$ cat src/rtl/serial_adder_ctrl.sv
// Bit-serial adder: one full_adder cell, LSB-first over WIDTH clocks, carry held in a flop.
// start/busy/done handshake; sum/c_out registered and held until the next completion.

module full_adder (
  input  logic a,
  input  logic b,
  input  logic ci,
  output logic s,
  output logic co
);
  assign s  = a ^ b ^ ci;
  assign co = (a & b) | (a & ci) | (b & ci);
endmodule

// state | meaning
// IDLE  | waiting for start; operands loaded on the accepting edge
// ADD   | one bit per edge through the full_adder, cnt counts 0..WIDTH-1
// DONE  | one-cycle completion pulse, then back to IDLE
module serial_adder_ctrl #(
  parameter int WIDTH = 8
) (
  input  logic             clk,
  input  logic             rst,
  input  logic             start,
  input  logic [WIDTH-1:0] a,
  input  logic [WIDTH-1:0] b,
  input  logic             c_in,
  output logic             busy,
  output logic             done,
  output logic [WIDTH-1:0] sum,
  output logic             c_out
);

  localparam int CNT_W = (WIDTH > 1) ? $clog2(WIDTH) : 1;
  localparam logic [CNT_W-1:0] CNT_LAST = CNT_W'(WIDTH - 1);

  typedef enum logic [1:0] {
    S_IDLE = 2'd0,
    S_ADD  = 2'd1,
    S_DONE = 2'd2
  } state_t;

  state_t state_q, state_d;

  logic [WIDTH-1:0] sa_q, sa_d;
  logic [WIDTH-1:0] sb_q, sb_d;
  logic [WIDTH-1:0] sr_q, sr_d;
  logic             cy_q, cy_d;
  logic [CNT_W-1:0] cnt_q, cnt_d;
  logic [WIDTH-1:0] sum_q, sum_d;
  logic             c_out_q, c_out_d;

  logic s_bit;
  logic co_bit;

  // The adder only ever sees flop outputs, so there is no input-to-output path.
  full_adder u_fa (sa_q[0], sb_q[0], cy_q, s_bit, co_bit);

  // sr_q[0] is shifted out on every ADD edge and never needed again.
  logic sr_lsb_unused;
  assign sr_lsb_unused = sr_q[0];

  always_comb begin
    state_d = state_q;
    sa_d    = sa_q;
    sb_d    = sb_q;
    sr_d    = sr_q;
    cy_d    = cy_q;
    cnt_d   = cnt_q;
    sum_d   = sum_q;
    c_out_d = c_out_q;

    case (state_q)
      S_IDLE: begin
        if (start) begin
          sa_d    = a;
          sb_d    = b;
          cy_d    = c_in;
          cnt_d   = '0;
          sr_d    = '0;
          state_d = S_ADD;
        end
      end

      S_ADD: begin
        sa_d  = {1'b0, sa_q[WIDTH-1:1]};
        sb_d  = {1'b0, sb_q[WIDTH-1:1]};
        sr_d  = {s_bit, sr_q[WIDTH-1:1]};
        cy_d  = co_bit;
        cnt_d = cnt_q + 1'b1;
        if (cnt_q == CNT_LAST) begin
          sum_d   = {s_bit, sr_q[WIDTH-1:1]};
          c_out_d = co_bit;
          state_d = S_DONE;
        end
      end

      S_DONE: begin
        state_d = S_IDLE;
      end

      default: begin
        state_d = S_IDLE;
      end
    endcase
  end

  always_ff @(posedge clk or posedge rst) begin
    if (rst) begin
      state_q <= S_IDLE;
      sa_q    <= '0;
      sb_q    <= '0;
      sr_q    <= '0;
      cy_q    <= 1'b0;
      cnt_q   <= '0;
      sum_q   <= '0;
      c_out_q <= 1'b0;
    end else begin
      state_q <= state_d;
      sa_q    <= sa_d;
      sb_q    <= sb_d;
      sr_q    <= sr_d;
      cy_q    <= cy_d;
      cnt_q   <= cnt_d;
      sum_q   <= sum_d;
      c_out_q <= c_out_d;
    end
  end

  assign busy  = (state_q == S_ADD);
  assign done  = (state_q == S_DONE);
  assign sum   = sum_q;
  assign c_out = c_out_q;

endmodule
$ cat config.mk
export PLATFORM = sky130hd
export DESIGN_NAME = serial_adder_ctrl
export DESIGN_NICKNAME = d
export VERILOG_FILES = /design/src/rtl/serial_adder_ctrl.sv
export SDC_FILE = /design/constraint.sdc
export NUM_CORES = 1
export LEC_CHECK = 0
export ABC_AREA = 1
export BUFFER_PORTS_ARGS = -buffer_cell sky130_fd_sc_hd__buf_2
export CORE_AREA = 2 2 66 93
export CTS_CLUSTER_DIAMETER = 60
export DETAILED_ROUTE_END_ITERATION = 16
export DIE_AREA = 0 0 68 95
export GPL_TIMING_DRIVEN = 0
export PLACE_DENSITY_LB_ADDON = 0.25
export SLEW_MARGIN = 30
export SYNTH_ARGS = -nofsm -noshare
export SYNTH_HDL_FRONTEND = slang
export SYNTH_SLANG_ARGS = --single-unit
$ cat constraint.sdc
create_clock -name clk -period 1.99 [get_ports clk]
set_clock_uncertainty 0.15 [all_clocks]
set_input_delay 0.0995 -clock clk [delete_from_list [all_inputs] [get_ports clk]]
set_output_delay 0.0995 -clock clk [all_outputs]
set_load 0.05 [all_outputs]
==> metrics.txt <==
status completed; CTS Root Cell clkbuf_8; FF-to-FF path depth 6; Rows 33; Post-Syn Area per Cell 8.27 um^2; flops & latches, synth 38; hpwl dp 2640 um; fill cell count 598; Leak 1.30 nW; IO Port Bufs 30; H-tree Lvls 2; Design Power 0.00363 W; Initial Utilization 0.319; # setup viols final 0; first-pass GRT wire length 6700 um; FF-to-FF End c_out$_DFFE_PP0P_; unrepaired setup endpoints after global routing no; Worst Hold Endpoint sr_q[7]$_DFFE_PP0P_; syn_nets 243; setup TNS 0 ps; Peak VDD IR 0.000471 V; Max FO, Critical Path 10; post-synth cell types 19; CP arrival 1430 ps; clk_lat worst skew 290 ps; critical path's most frequent cell buf_2; Setup CP Type reg2out; Die ar. 6460 um^2; total congestion overflow 0; GRT Resource Usage Total 0.139; Tcrit/Tclk final 0.844; drt first-iter violations 49; residual DRC count 0; most common cell after layout, fill and taps aside nand2_1; final slew viol count 0; CTS tree yes; vias 1,489; io pins 31; slowest stage delay, CP 380 ps; sequential area share after synthesis 0.522; CP max stage cell dfrtp_1; worst min-delay path class in2reg; critical-path cell list buf_4 > buf_2 > nor2_1 > buf_2; CP startpoint kind register; RR Startpoint cnt_q[0]$_DFFE_PP0P_; Final GP Congestion 0.727; vias per cell 4.29; Non-Filler Instances 347; Worst Hold Depth 4; Core Region 5700 um^2; clk slew on worst S/H paths 80 ps; HP Start start; fraction of layout cells with a size suffix above 1 0.206; Routed Antenna Nets 0; die height 95 um; most frequent cells in the layout nand2_1, inv_1, dfrtp_1; Synthesis Warnings 0; CTS buffer count 5; initial antenna violation count 0; clk sinks 38; CP endpoint kind output pin; Final min period 1680 ps; reg2reg setup slack 370 ps; Cells after Synth 220; per-cell routed wire length 10.9 um; Post-Syn Area 1820 um^2; Area Growth Syn to Fin 30.4%; PD cells 1530 nW/um^2; DRT Pass-1 Iters 4; final wirelength 3780 um; max_slew headroom 0.697; Slew @ Worst Pin 454 ps; Worst Path Required 1740 ps; largest net degree at the start of global routing 22; Hold Vio Cnt, Final 0; max_cap viols 0; Antenna Cells 0; placed cells 321; vias in the first global route 1,505; Post-CTS Setup Bufs 0; fmax 596 MHz; die width 68 um; CTS Buffer Depth 2; Nets 299
[sequential cells by signal, summed over array words and instances, names as in the netlist]
register,count
cnt_q,3
sr_q,7
state_q,2
sb_q,8
c_out,1
sa_q,8
sum,8
cy_q,1
[worst max path at each step]
stage	from	end	depth (start not counted)
floorplan	state_q[0]$_DFFE_PP0P_	done	3
global placement	rst	cnt_q[2]$_DFFE_PP0P_	2
global route	state_q[1]$_DFFE_PP0P_	busy	3
CTS	state_q[0]$_DFFE_PP0P_	done	4
finish	state_q[0]$_DFFE_PP0P_	done	4
detailed placement	cnt_q[0]$_DFFE_PP0P_	c_out$_DFFE_PP0P_	6
[cell usage after synthesis (all sizes together)]
cell | number | area, um^2
a21oi | 2 | 13.8
buf | 9 | 68.8
dfrtp | 38 | 951
fa | 1 | 20.0
ha | 2 | 25.0
inv | 42 | 165
nand2 | 75 | 324
nand3 | 30 | 150
nor2 | 4 | 17.5
o21ai | 17 | 85.1
[through the flow]
stage | cell area [um^2] | hold WS (ps) | util | setup WS (ps)
floorplan | 1820 | 76.1 | - | 372
global placement | 2060 | 185 | 0.361 | 254
detailed placement | 2090 | -9.65 | 0.366 | 357
CTS | 2370 | 39.6 | 0.417 | 276
global route | 2370 | 59.1 | 0.417 | 226
finish | 2370 | 46.2 | 0.417 | 311
[final cells by class]
class | instances | area [um^2] | area share
timing repair buffer | 49 | 358 | 0.151
multi-input combinational | 131 | 636 | 0.268
clock buffer | 5 | 68.8 | 0.0290
inverter | 42 | 165 | 0.0695
clock inverter | 3 | 40.0 | 0.0169
buffer | 9 | 68.8 | 0.0290
sequential | 38 | 951 | 0.400
tap | 70 | 87.6 | 0.0369
[where the power goes]
| part | total (W) | switching, W | leakage (nW) | internal, W |
|---|---|---|---|---|
| clock | 0.000649 | 0.000280 | 0.0579 | 0.000369 |
| sequential | 0.00130 | 0.000178 | 0.472 | 0.00112 |
| combinational | 0.00168 | 0.00109 | 0.769 | 0.000589 |
[layer usage]
metal | global-route usage | part of all wire | wire (um) | up-vias
met5 | 0 | 0 | 0 | -
met4 | 0.0650 | 0.020 | 76 | 0
met3 | 0.0286 | 0.024 | 91 | 6
met2 | 0.236 | 0.51 | 1930 | 25
met1 | 0.164 | 0.44 | 1680 | 677
li1 | - | - | - | 781
[timing repair]
item	CTS	global route
hold buffers	18	0
gates resized for setup	0	0
setup endpoints to repair	0	0
hold endpoints to repair	34	0
[worst max-delay path, delay by kind of cell (launching register included)]
kind	cells	cell delay, ps
buffers and inverters	3	640
flip-flops	1	380
AND/OR/NAND/NOR	1	110
[kinds of logic (layout without fill, tap and decap cells)]
family,count (synthesis),in the layout,synth area share
adder cells (fa/ha/maj),3,3,0.0247
AO/OA/AOI/OAI,19,19,0.0543
AND/OR/NAND/NOR,109,109,0.270
buffers and inverters,51,108,0.129
flip-flops,38,38,0.522
(Power assumes the default switching activity.)
